$ cat config.mk
export PLATFORM = sky130hd
export DESIGN_NAME = reset_seq_gen
export DESIGN_NICKNAME = d
export VERILOG_FILES = /design/src/rtl/reset_seq_gen.sv
export SDC_FILE = /design/constraint.sdc
export NUM_CORES = 1
export LEC_CHECK = 0
export CAP_MARGIN = 20
export CORE_MARGIN = 10
export CORE_UTILIZATION = 35
export CTS_CLUSTER_DIAMETER = 50
export DETAILED_ROUTE_END_ITERATION = 7
export PLACE_DENSITY = 0.54
export REMOVE_ABC_BUFFERS = 1
export SYNTH_ARGS = -nofsm -noshare
export SYNTH_HDL_FRONTEND = slang
export SYNTH_SLANG_ARGS = --single-unit
$ cat constraint.sdc
create_clock -name clk -period 1.5 [get_ports clk]
set_clock_uncertainty 0.2 [all_clocks]
set_input_delay 0.3 -clock clk [delete_from_list [all_inputs] [get_ports clk]]
set_output_delay 0.3 -clock clk [all_outputs]
set_load 0.02 [all_outputs]
$ cat src/rtl/reset_seq_gen.sv
// reset_seq_gen: pixel-clock reset sequencer for the video pipeline.
// Synchronises and debounces PLL lock, then releases NUM_STAGES active-low
// resets in order, STAGE_DELAY cycles apart. All resets drop again on lock
// loss or a software request. A saturating counter records lock losses seen
// while releasing or running.
//
// Request semantics: sw_reset is a one-cycle, fire-and-forget request with
// no ready/acknowledge. It is sampled on every rising edge. It takes effect
// only in RELEASE or RUN while the synchronised lock is high. In WAIT_LOCK and
// FILTER it is dropped silently. When lock loss and sw_reset arrive in the
// same cycle, lock loss wins.
//
// Debug visibility: state_q, fcnt_q, idx_q and dcnt_q are plain flops with
// stable names, so checkers can bind to them hierarchically.

module reset_seq_gen #(
    parameter int NUM_STAGES  = 3,
    parameter int SYNC_STAGES = 2,
    parameter int LOCK_FILTER = 8,
    parameter int STAGE_DELAY = 15
) (
    input  logic                  clk,
    input  logic                  resetn,
    input  logic                  pll_lock,
    input  logic                  sw_reset,
    output logic [NUM_STAGES-1:0] stage_resetn,
    output logic                  all_released,
    output logic                  busy,
    output logic [7:0]            lock_lost_cnt
);

    // Counter widths: enough bits for each counter's largest value, and at
    // least one bit.
    localparam int FW = (LOCK_FILTER > 1) ? $clog2(LOCK_FILTER) : 1;
    localparam int DW = (STAGE_DELAY > 1) ? $clog2(STAGE_DELAY) : 1;
    localparam int IW = (NUM_STAGES  > 1) ? $clog2(NUM_STAGES)  : 1;

    localparam logic [FW-1:0] FCNT_MAX = FW'(LOCK_FILTER - 1);
    localparam logic [DW-1:0] DCNT_MAX = DW'(STAGE_DELAY - 1);
    localparam logic [IW-1:0] IDX_MAX  = IW'(NUM_STAGES - 1);
    localparam logic [7:0]    CNT_SAT  = 8'hFF;

    typedef enum logic [1:0] {
        WAIT_LOCK = 2'd0,
        FILTER    = 2'd1,
        RELEASE   = 2'd2,
        RUN       = 2'd3
    } state_e;

    // Synchroniser chain; the last flop is the clean lock_s.
    logic [SYNC_STAGES-1:0] sync_q, sync_d;
    logic                   lock_s;

    state_e                 state_q, state_d;
    logic [FW-1:0]          fcnt_q, fcnt_d;
    logic [DW-1:0]          dcnt_q, dcnt_d;
    logic [IW-1:0]          idx_q, idx_d;
    logic [NUM_STAGES-1:0]  stage_q, stage_d;
    logic                   all_rel_q, all_rel_d;
    logic                   busy_q, busy_d;
    logic [7:0]             cnt_q, cnt_d;

    assign lock_s = sync_q[SYNC_STAGES-1];

    // Shift the asynchronous lock input into the synchroniser chain.
    always_comb begin
        sync_d = {sync_q[SYNC_STAGES-2:0], pll_lock};
    end

    // State and output registers; resetn clears everything asynchronously.
    always_ff @(posedge clk or negedge resetn) begin
        if (!resetn) begin
            sync_q    <= '0;
            state_q   <= WAIT_LOCK;
            fcnt_q    <= '0;
            dcnt_q    <= '0;
            idx_q     <= '0;
            stage_q   <= '0;
            all_rel_q <= 1'b0;
            busy_q    <= 1'b1;
            cnt_q     <= '0;
        end else begin
            sync_q    <= sync_d;
            state_q   <= state_d;
            fcnt_q    <= fcnt_d;
            dcnt_q    <= dcnt_d;
            idx_q     <= idx_d;
            stage_q   <= stage_d;
            all_rel_q <= all_rel_d;
            busy_q    <= busy_d;
            cnt_q     <= cnt_d;
        end
    end

    // Next-state logic: lock filtering, staged release, lock-loss and
    // software-restart handling. Registered outputs are computed here too.
    always_comb begin
        state_d   = state_q;
        fcnt_d    = fcnt_q;
        dcnt_d    = dcnt_q;
        idx_d     = idx_q;
        stage_d   = stage_q;
        all_rel_d = all_rel_q;
        cnt_d     = cnt_q;

        case (state_q)
            WAIT_LOCK: begin
                if (lock_s) begin
                    state_d = FILTER;
                    fcnt_d  = '0;
                end
            end

            FILTER: begin
                if (!lock_s) begin
                    // A glitch during filtering is not counted as a loss.
                    state_d   = WAIT_LOCK;
                    stage_d   = '0;
                    all_rel_d = 1'b0;
                end else if (fcnt_q == FCNT_MAX) begin
                    state_d = RELEASE;
                    idx_d   = '0;
                    dcnt_d  = '0;
                end else begin
                    fcnt_d = fcnt_q + 1'b1;
                end
            end

            RELEASE, RUN: begin
                if (!lock_s) begin
                    state_d   = WAIT_LOCK;
                    stage_d   = '0;
                    all_rel_d = 1'b0;
                    if (cnt_q != CNT_SAT) begin
                        cnt_d = cnt_q + 8'd1;
                    end
                end else if (sw_reset) begin
                    state_d   = RELEASE;
                    idx_d     = '0;
                    dcnt_d    = '0;
                    stage_d   = '0;
                    all_rel_d = 1'b0;
                end else if (state_q == RELEASE) begin
                    if (dcnt_q == DCNT_MAX) begin
                        dcnt_d = '0;
                        // Release only the stage at idx. Bits are filled
                        // from 0 upward, so the output stays a thermometer
                        // code.
                        for (int k = 0; k < NUM_STAGES; k++) begin
                            if (idx_q == IW'(k)) begin
                                stage_d[k] = 1'b1;
                            end
                        end
                        if (idx_q == IDX_MAX) begin
                            state_d   = RUN;
                            all_rel_d = 1'b1;
                        end else begin
                            idx_d = idx_q + 1'b1;
                        end
                    end else begin
                        dcnt_d = dcnt_q + 1'b1;
                    end
                end
            end

            default: begin
                state_d   = WAIT_LOCK;
                stage_d   = '0;
                all_rel_d = 1'b0;
            end
        endcase

        busy_d = (state_d != RUN);
    end

    assign stage_resetn  = stage_q;
    assign all_released  = all_rel_q;
    assign busy          = busy_q;
    assign lock_lost_cnt = cnt_q;

endmodule

==> flow_summary.json, run 1 <==
{
  "synth_seq_cells": 25,
  "wl_per_cell_um": 14.85,
  "tightest_slew_ns": 0.3352,
  "p_sw_share_pct": 23.75,
  "critPathCaptureType": "flop",
  "netlist.area_leader.share_pct": 47.95,
  "dr.pass1.iters": 4,
  "yosysWarnings": 0,
  "layout-drive-gt1-share_pct": 57.30,
  "clk_path_buf_depth": 2,
  "clk_pin_slew_worst_paths_ns": 0.13,
  "synth_area_leaders": "dfrtp_1 48%, ha_1 8.0%, nand2_1 3.9%",
  "ys_seq_area_share_pct": 50.05,
  "cts_root_buf": "clkbuf_4",
  "wl_um": 3327,
  "post-route-util_pct": 58.03,
  "fin_crit_sh_pct": 108.8,
  "antenna_found_initial": 0,
  "ir_drop_mv": 0.3279,
  "combPwrFrac_pct": 12.4,
  "portBuffers": 16,
  "p_int_uw": 876.6,
  "rows": 21,
  "startpoint_type": "flop",
  "stdcell_area_um2": 1967,
  "cts.sinks": 25,
  "fp.dieArea_um2": 6371,
  "syn_to_final_growth_pct": 57.04,
  "outcome": "finished, violations left",
  "power_frac_seq_pct": 61.4,
  "grt_overflow": 0,
  "worstSetupPathType": "reg -> reg",
  "pwr_density_cell_nw_per_um2": 584.5,
  "synthCells": 116,
  "tritoncts": "yes",
  "grt_max_degree": 26,
  "yosys.area.top_type": "dfrtp_1",
  "synth_cell_types": 36,
  "dp_hpwl_um": 2150,
  "start_util_pct": 36.95,
  "grt_usage_pct": 10.79,
  "min_path_type": "in -> async",
  "coreArea_um2": 3390,
  "fp.dieW_um": 79.82,
  "hold_viol": 0,
  "cp.arrival_ns": 1.66,
  "place_area_um2": 1703,
  "critPathRequiredTime_ns": 1.53,
  "relSlewSlack_pct": 77.41,
  "p_leak_uw": 0.0009609,
  "boundaryPins": 17,
  "setup_slack_ns": -0.1316,
  "cap_violations": 0,
  "drc_errors": 0,
  "cts_hold_buf": 0,
  "synth.avg_cell_area_um2": 10.80,
  "drtIter0Drc": 55,
  "mostFrequentLayoutCell": "buf_4",
  "first_global_vias": 1215,
  "final_cell_mix": "37 x buf_4, 22 x dfrtp_1, 12 x buf_2, 9 x nand2_1, 7 x buf_6",
  "setup_violations": 14,
  "violations": "setup timing",
  "crit_fanout": 4,
  "rsz0062_at_grt": "true",
  "cts_buffers": 3,
  "clkPwrFrac_pct": 26.2,
  "final_nets": 191,
  "vias": 1092,
  "drtAntennaViolNets": 0,
  "grt_pass1_wl_um": 5582,
  "switchingPower_uw": 273.0,
  "fin_crit_ns": 1.632,
  "die_h_um": 79.82,
  "synth_area_um2": 1252,
  "fmaxAchievable_mhz": 612.9,
  "vias_per_cell": 4.875,
  "insertion_delay_ns": 0.31,
  "final_max_slew_viol_count": 0,
  "diodes": 0,
  "h-tree-depth": 1,
  "gp_congestion": 0.8285
}
## synth_stat cells
cell       instances
dfrtp_1           24
nand2_1           13
ha_1               8
nand3_1            6
nor2_1             6
o21ai_1            6
a22o_1             5
a21oi_1            4
inv_1              4
o21ai_0            4
nand4_1            3
xor2_1             3
and2_1             2
and3_1             2
mux2_1             2
mux2_2             2
o21a_1             2
xnor2_1            2
a211oi_2           1
a41o_1             1
and2b_4            1
and4_1             1
buf_2              1
buf_4              1
dfstp_2            1
nand2_2            1
nand2b_2           1
nor2b_1            1
nor2b_2            1
nor3_1             1
nor3b_2            1
o22a_1             1
o22ai_2            1
o2bb2ai_1          1
o311ai_1           1
or4_1              1
## per-layer routing
metal / vias to the layer above / GRT usage (%) / part of all wire (%)
met5: - / 0 / 0
met2: 16 / 19.01 / 51
met4: 0 / 3.345 / 1.1
met3: 4 / 3.604 / 4.1
li1: 538 / - / -
met1: 534 / 11.92 / 43
## stage by stage
stage	TNS (ns)	std cells	power [µW]	hold WS, ns	worst slack (ns)
2_1_floorplan	-0.8423	114	755.6	-0.1956	-0.1698
4_1_cts	-0.8535	220	1149	0.1127	-0.1035
5_1_grt	-2.064	224	1212	0.1073	-0.1948
3_5_place_dp	-2.833	207	829.9	0.1428	-0.4049
3_3_place_gp	-2.222	207	823.6	0.1387	-0.3497
6_report	-0.9727	224	1150	0.1138	-0.1316
## flip-flops by register name, indices dropped and copies added, names as in the netlist
register	count
dcnt_q	4
idx_q	2
stage_resetn	3
fcnt_q	3
busy	1
sync_q	2
state_q	2
lock_lost_cnt	8
## area by class of cell
class	count	area (µm²)
multi-input cells	85	773.2
well taps	46	57.56
fillers	289	1423
clock buffers	4	26.28
inverters	4	15.01
repair buffers	60	465.4
flip-flops and latches	25	629.4
## power by group through the flow
| stage | logic [µW] | registers (µW) | clock network, µW |
|---|---|---|---|
| 6_report | 142 | 706 | 302 |
| 5_1_grt | 156 | 708 | 348 |
| 2_1_floorplan | 36.2 | 719 | 0 |
| 3_5_place_dp | 115 | 715 | 0 |
| 4_1_cts | 131 | 704 | 315 |
| 3_3_place_gp | 110 | 714 | 0 |
## cell families (layout without fill, tap and decap cells)
| kind of cell | Yosys count | count (layout) | share of synthesized area [%] |
|---|---|---|---|
| adders and majority gates | 8 | 8 | 7.992 |
| AOI/OAI and AO/OA | 27 | 27 | 15.18 |
| buffers and inverters | 6 | 68 | 2.197 |
| DFF | 25 | 25 | 50.05 |
| xor gates and xnor gates | 5 | 5 | 3.497 |
| muxes | 4 | 4 | 3.596 |
| and+or+nand+nor | 41 | 41 | 17.48 |
## final timing paths
path                                start        end  slack [ns]  cells past startpoint
worst max-delay path            fcnt_q[1]  dcnt_q[3]       -0.13                      6
worst min-delay path               resetn   idx_q[0]        0.11                      2
worst max register to register  fcnt_q[1]  dcnt_q[3]       -0.13                      6
worst min register to register  sync_q[0]  sync_q[1]        0.17                      0
max in group asynchronous          resetn       busy        0.77                      2
min in group clk                sync_q[0]  sync_q[1]        0.17                      0
## critical path, stage by stage (launching register included)
cell and delay, ns:
dfrtp_1 0.38, ha_2 0.20, ha_4 0.17, nand2_4 0.07, o22ai_4 0.17, nand3_2 0.12, o311ai_1 0.23
## repair_timing
item	in CTS	in global routing
setup buffers	9	4
gates resized for setup	82	23
setup endpoints to repair	33	28
pin swaps	24	13
cloned	0	0
(Power assumes the default switching activity.)
==> run 2, diff against run 1 <==
- PLACE_DENSITY: 0.54 -> 0.52
- clock period: 1.5 -> 2 ns (I/O delays scaled with it)
==> flow_summary.json, run 2 (synthesis gave the netlist of run 1 again) <==
{
  "portBuffers": 16,
  "fin_crit_sh_pct": 96.26,
  "r2r_slack_ns": 0.16,
  "cts.sinks": 25,
  "final_nets": 151,
  "p_leak_uw": 0.0007470,
  "combPwrFrac_pct": 6.7,
  "h-tree-depth": 1,
  "layout-drive-gt1-share_pct": 13.77,
  "worstSetupPathType": "reg -> out",
  "pwr_density_cell_nw_per_um2": 534.9,
  "antenna_found_initial": 0,
  "hold_slack_ns": 0.1695,
  "rsz0062_at_grt": "false",
  "first_global_vias": 947,
  "boundaryPins": 17,
  "post_cts_buffers": 0,
  "fin_cells": 184,
  "cts_hold_buf": 0,
  "fp.dieW_um": 79.82,
  "drc_errors": 0,
  "min_path_type": "reg -> reg",
  "fp.dieArea_um2": 6371,
  "critPathBufInv": 1,
  "insertion_delay_ns": 0.31,
  "coreArea_um2": 3390,
  "ir_drop_mv": 0.2556,
  "cts_buffers": 3,
  "dp_hpwl_um": 1840,
  "cp.arrival_ns": 1.33,
  "die_h_um": 79.82,
  "crit_slowest_cell": "clkdlybuf4s50_1",
  "tritoncts": "yes",
  "final_cell_mix": "24 x dfrtp_1, 13 x nand2_1, 7 x ha_1, 7 x dlygate4sd2_1",
  "crit_fanout": 3,
  "switchingPower_uw": 191.5,
  "nFillCells": 327,
  "drtAntennaViolNets": 0,
  "min_to": "sync_q[1]",
  "drtIter0Drc": 65,
  "grt_usage_pct": 8.598,
  "crit_family": "buffers and inverters",
  "rows": 21,
  "vias_per_cell": 4.940,
  "outcome": "completed",
  "diodes": 0,
  "p_sw_share_pct": 23.61,
  "startpoint_type": "flop",
  "cap_violations": 0,
  "critPathCaptureType": "primary output",
  "tightest_slew_ns": 0.3854,
  "tns_ns": 0,
  "placedCellCount": 180,
  "fin_crit_ns": 1.925,
  "grt_pass1_wl_um": 4436,
  "syn_to_final_growth_pct": 21.08,
  "mostFrequentLayoutCell": "dfrtp_1",
  "vias": 909,
  "power_frac_seq_pct": 65.5,
  "grt_max_degree": 26,
  "p_int_uw": 619.7,
  "whs_path_depth": 0,
  "wl_per_cell_um": 13.53,
  "rr_endpoint": "dcnt_q[3]",
  "start_util_pct": 36.95,
  "cts_root_buf": "clkbuf_4",
  "r2r-start": "fcnt_q[0]",
  "clk_path_buf_depth": 2,
  "largest_register_ffs": 8,
  "total_power_uw": 811.2,
  "wl_um": 2490,
  "critPathRequiredTime_ns": 1.40,
  "hold_viol": 0,
  "setup_violations": 0,
  "post-route-util_pct": 44.74,
  "worst-r2r-cell-count": 6,
  "grt_overflow": 0,
  "final_max_slew_viol_count": 0,
  "critPathMaxStageDelay_ns": 0.62,
  "dr.pass1.iters": 4,
  "clkPwrFrac_pct": 27.8,
  "crit_path_cell_trace": "clkdlybuf4s50_1",
  "clk_pin_slew_worst_paths_ns": 0.14,
  "gp_congestion": 0.8667,
  "fmaxAchievable_mhz": 519.4,
  "relSlewSlack_pct": 74.31,
  "hold_start": "sync_q[0]"
}
## run 2: how the worst max path moves through the flow
stage | start | to | slack [ns] | cells past startpoint
3_5_place_dp | sw_reset | idx_q[0] | 0.03 | 5
3_3_place_gp | sw_reset | idx_q[1] | 0.04 | 5
5_1_grt | stage_resetn[2] | stage_resetn[2] | 0.005 | 1
2_1_floorplan | dcnt_q[0] | idx_q[0] | 0.33 | 5
4_1_cts | lock_lost_cnt[5] | lock_lost_cnt[5] | 0.01 | 1
6_report | stage_resetn[2] | stage_resetn[2] | 0.07 | 1
## run 2: per-stage QoR
step / worst slack, ns / area (µm²)
after floorplan: 0.3302 / 1240
after global placement: 0.04415 / 1488
after detailed placement: 0.02613 / 1488
after CTS: 0.01110 / 1506
after global routing: 0.004602 / 1516
final: 0.07475 / 1516
## run 2: final cells by class
type,instances,area (µm²),area share (%)
Sequential cell,25,626.9,41.34
Inverter,4,15.01,0.9901
Clock buffer,3,22.52,1.485
Tap cell,46,57.56,3.795
Multi-Input combinational cell,85,600.6,39.60
Timing Repair Buffer,20,188.9,12.46
Clock inverter,1,5.005,0.3300
## run 2: repair_timing
item | CTS | global route
setup endpoints to repair | 7 | 5
hold endpoints to repair | 0 | 0
gates cloned | 0 | 0
gates resized for setup | 7 | 4
## run 2: layer usage
layer | wire [µm] | track usage, %
met5 | 0 | 0
met3 | 182 | 3.941
met4 | 12 | 2.641
met2 | 1063 | 12.78
met1 | 1231 | 10.81
## run 2: power groups by stage
stage / combinational, µW / sequential [µW] / clock [µW]
detailed placement: 56.7 / 541 / 0
floorplan: 27.2 / 539 / 0
global route: 62.8 / 534 / 255
global placement: 55.2 / 541 / 0
CTS: 56.2 / 532 / 235
finish: 54.4 / 531 / 225
==> RTL change 1, RTL diff (settings of run 1) <==
The parameter `NUM_STAGES` goes from 3 to 6.
--- a/src/rtl/reset_seq_gen.sv
+++ b/src/rtl/reset_seq_gen.sv
@@ -14,7 +14,7 @@
 // stable names, so checkers can bind to them hierarchically.
 
 module reset_seq_gen #(
-    parameter int NUM_STAGES  = 3,
+    parameter int NUM_STAGES  = 6,
     parameter int SYNC_STAGES = 2,
     parameter int LOCK_FILTER = 8,
     parameter int STAGE_DELAY = 15
Interface: changed (resized stage_resetn); port bits go from 17 to 20. The function was not compared with the original's and may differ.
==> RTL change 1 against run 1 <==
- the run still ends with setup timing left
- sequential cell count is 4 higher
- routed wire length is 19% higher
- synthesized area is 23% higher
- design area is 22% higher
- worst setup slack improved by 16 ps
- fmax increased by 0.97%
- total power rose by 43%
- critical path type unchanged
- critical endpoint is now fcnt_q[0]$_DFFE_PN0P_
- largest cell class unchanged
==> RTL change 1: results (changes against run 1) <==
- Mux cell area share after synthesis: 4.32% (+0.72 points)
- CP max FO: 3 (-1)
- Setup ws final: -116 ps (+15.6 ps)
- Root buf cell: clkbuf_8
- Largest net degree at the start of global routing: 30 (+15%)
- Die area: 0.00744 mm2 (+17%)
- WL met2: 1880 um (+9.8%)
- Status: complete, but fails checks
- Reg area: 732 um2 (+16%)
- Iter 0 DRT Violations: 74 (+35%)
- Multi-input logic portion of the cell area: 40.4% (+1.1 points)
- WL final: 3950 um (+19%)
- NonClk Buf Share: 21.7% (-1.9 points)
- Met1 Wirelength: 1710 um (+19%)
- Hold WS: 154 ps (+40.1 ps)
- Post-synthesis xor/xnor area fraction: 1.14% (-2.4 points)
- Vias in the first global route: 1,361 (+12%)
- Register area share after synthesis: 47.3% (-2.7 points)
- Sw Ratio: 23.2% (-0.51 points)
- FF-to-FF End: fcnt_q[0]$_DFFE_PN0P_
- Routing usage on met2: 17.0% (-2.0 points)
- Area fraction in compound gates after synthesis: 16.3% (+1.1 points)
- Violated checks: setup timing
- H-tree depth: 2 (+1)
- Grt met3 use: 4.60% (+0.99 points)
- Nonclk buf count: 64 (+6.7%)
- Worst skew pair latency: 280 ps (-30 ps)
- Layout clock buffers: 8 (+4)
- Most common library cells after synthesis: dfrtp_1, nor2_1, ha_1
- Hpwl dp: 2630 um (+22%)
- Area Overhead vs Synth: 56.5%
- Vias/cell: 5.22 (+7.0%)
- Worst path arrival time: 1590 ps (-70 ps)
- CP endpoint: fcnt_q[0]$_DFFE_PN0P_
- Yosys reg bits: 29 (+16%)
- Leak: 1.09 nW (+13%)
- Gpl congestion: 0.815 (-1.6%)
- CTS resizes: 74 (-9.8%)
- Share of post-route cells with drive strength above 1: 52.2% (-5.1 points)
- #MultiIn Comb: 96 (+13%)
- Met3 wire length: 260 um (+88%)
- Port Buffers: 19 (+3)
- CTS Buf Count: 5 (+2)
- M1 GR Usage: 12.5% (+0.63 points)
- Final setup fails: 14 (unchanged)
- Total vias in the final route: 1,330 (+22%)
- Inverter count: 6 (+2)
- First-pass GRT wire length: 6470 um (+16%)
- Placed Cells: 239 (+15%)
## RTL change 1: cell types whose count changed in the layout (fill, tap and decap cells not counted), sizes merged, moves of 6 or more
| cell | run 1 | this run |
|---|---|---|
| nand2 | 14 | 5 |
| a31oi | 0 | 6 |
| clkbuf | 4 | 15 |
| o21ai | 10 | 2 |
| buf | 57 | 50 |
## RTL change 1: power groups by stage
stage	sequential (mW)	clock [mW]	combinational (mW)
floorplan	0.837	0	0.0480
finish	0.824	0.662	0.155
CTS	0.821	0.682	0.156
global placement	0.830	0	0.130
detailed placement	0.832	0	0.136
global route	0.826	0.710	0.172
## RTL change 1: kinds of logic after synthesis
group,Yosys count
xor gates and xnor gates,2
buffers and inverters,13
and+or+nand+nor,46
adders and majority gates,10
muxes,6
DFF,29
AOI/OAI and AO/OA,32
## RTL change 1: worst max-delay path, stage by stage (launching register included)
cell and delay [ps]:
dfrtp_1 380, ha_2 200, ha_4 180, buf_6 120, mux2_4 240, a22o_1 180
==> RTL change 2, RTL diff (settings of run 1) <==
Without the edit above. Reset style: synchronous (`resetn`), changed in one clocked block. Comments in the files are not updated.
--- a/src/rtl/reset_seq_gen.sv
+++ b/src/rtl/reset_seq_gen.sv
@@ -68,7 +68,7 @@
     end
 
     // State and output registers; resetn clears everything asynchronously.
-    always_ff @(posedge clk or negedge resetn) begin
+    always_ff @(posedge clk) begin
         if (!resetn) begin
             sync_q    <= '0;
             state_q   <= WAIT_LOCK;
Function: no difference found for any inputs over 10 cycles, from zero or initial values and one cycle with resetn low; that may be too few to reach the edited logic, so the function may still have changed.
==> RTL change 2 against run 1 <==
- routed wire length rose by 0.21%
- design area rose by 1.5%
- critical endpoint is now lock_lost_cnt[5]$_SDFFE_PN0P_
- sequential cell count did not move
- die area fell by 0.60%
- the run still ends with setup timing left
- worst setup slack improved by 29 ps
- synthesized area fell by 0.80%
Power is not compared: it rests on default switching activity, and its combinational part moved more than twofold at a synthesized area within 25%.
==> RTL change 2: results (changes against run 1) <==
- Final setup fails: 11 (-3)
- Unique cell type count in the Yosys netlist: 42 (+17%)
- Worst path arrival time: 1650 ps
- Iter 0 DRT Violations: 31 (-44%)
- Total track usage: 10.7% (-0.040 points)
- Placed Cells: 231 (+12%)
- Hpwl dp: 2280 um (+6.2%)
- VDD IR-drop max: 459 uV
- Rel. slew slack: 77.4% (about the same)
- Largest net degree at the start of global routing: 14 (-46%)
- Port Buffers: 16 (unchanged)
- Syn Inst Count: 140 (+21%)
- Top post-synthesis cells by area: dfxtp_1, ha_1, nand4_1
- Fillers: 299 (+3.5%)
- CP max FO: 4 (unchanged)
- Post-place instance area: 0.00169 mm2 (-0.66%)
- Leak: 0.775 nW
- Violated checks: setup timing
- Asr flop ratio synth: 0% (-100 points)
- Ant diodes: 0 (unchanged)
- Routed WL per cell: 13.8 um (-6.9%)
- Hold Crit Class: flip-flop to flip-flop
- First-pass GRT wire length: 5590 um (+0.13%)
- First-pass detailed-route iteration total: 4 (unchanged)
- Register area share after synthesis: 40.3% (-9.8 points)
- CTS Buf Count: 3 (unchanged)
- Largest register FFs: 8 (unchanged)
- Worst-case clock buffer depth: 2 (unchanged)
- Fin util: 58.9% (+0.89 points)
- Dpl ws: -316 ps (+88.9 ps)
- Worst skew pair latency: 310 ps (about the same)
- H-tree depth: 1 (unchanged)
- Share of post-route cells with drive strength above 1: 53.3% (-4.0 points)
- Status: complete, but fails checks
- Vias in the first global route: 1,253 (+3.1%)
- Final std cells w/o fill: 241 (+7.6%)
- Most common library cells after synthesis: dfxtp_1, nand2_1, nor2_1, a21oi_1, nand4_1
- Yosys warns: 0 (unchanged)
- Root buf cell: clkbuf_4
- Initial antenna violation count: 0 (unchanged)
- Fin nets: 208 (+8.9%)
- Setup ws final: -102 ps (+29.5 ps)
- Gpl congestion: 0.748 (-9.7%)
- Total vias in the final route: 1,220 (+12%)
- CTS clock-pin slew for the worst setup and hold paths: 140 ps
RTL change 2: routing by layer:
| layer | vias to the layer above | routed length, um | GRT usage (%) |
|---|---|---|---|
| li1 | 618 | - | - |
| met1 | 580 | 1500 | 12.4 |
| met2 | 20 | 1680 | 19.1 |
| met3 | 2 | 134 | 2.36 |
| met4 | 0 | 20 | 3.23 |
| met5 | - | 0 | 0 |
RTL change 2: cell families (layout without fill, tap and decap cells):
family	Yosys count	after routing	share of synthesized area, %
simple gates	59	59	27.9
compound gates	31	31	16.0
flops	25	25	40.3
buf+inv	13	68	4.93
fa+ha+maj	8	8	8.06
xor+xnor	4	4	2.82
RTL change 2: where the power goes:
part | switching [mW] | internal (mW)
registers | 0.00444 | 0.665
clock network | 0.202 | 0.104
logic | 0.0354 | 0.0270
total | 0.242 | 0.796
RTL change 2: critical path, stage by stage, from the launching register on:
cell	delay (ps)
dfxtp_2	360
ha_4	170
nand3_4	100
nor2_4	40
or4_1	510
a21oi_1	150
RTL change 2: layout make-up:
class	count	area share [%]
Multi-Input combinational cell	102	44.8
Sequential cell	25	26.3
Tap cell	46	2.88
Timing Repair Buffer	58	23.6
Clock buffer	4	1.32
Inverter	6	1.13
RTL change 2: repair_timing:
item	in CTS	in global routing
resized for setup	73	40
pin swaps	19	21
setup buffers	5	3
endpoints found under the setup margin	33	32
RTL change 2: metrics by stage:
| stage | hold WS [ps] | TNS, ps |
|---|---|---|
| finish | 260 | -453 |
| global route | 273 | -1490 |
| detailed placement | 232 | -4020 |
| CTS | 265 | -413 |
| floorplan | 212 | -1580 |
| global placement | 225 | -3280 |
RTL change 2: worst paths after layout:
| path | depth (start not counted) | to | startpoint | slack, ps |
|---|---|---|---|---|
| worst max-delay path | 5 | lock_lost_cnt[5]$_SDFFE_PN0P_ | lock_lost_cnt[0]$_SDFFE_PN0P_ | -100 |
| worst min-delay path | 1 | sync_q[1]$_SDFF_PN0_ | sync_q[0]$_SDFF_PN0_ | 260 |
| worst max register to register | 5 | lock_lost_cnt[5]$_SDFFE_PN0P_ | lock_lost_cnt[0]$_SDFFE_PN0P_ | -100 |
| worst min register to register | 1 | sync_q[1]$_SDFF_PN0_ | sync_q[0]$_SDFF_PN0_ | 260 |
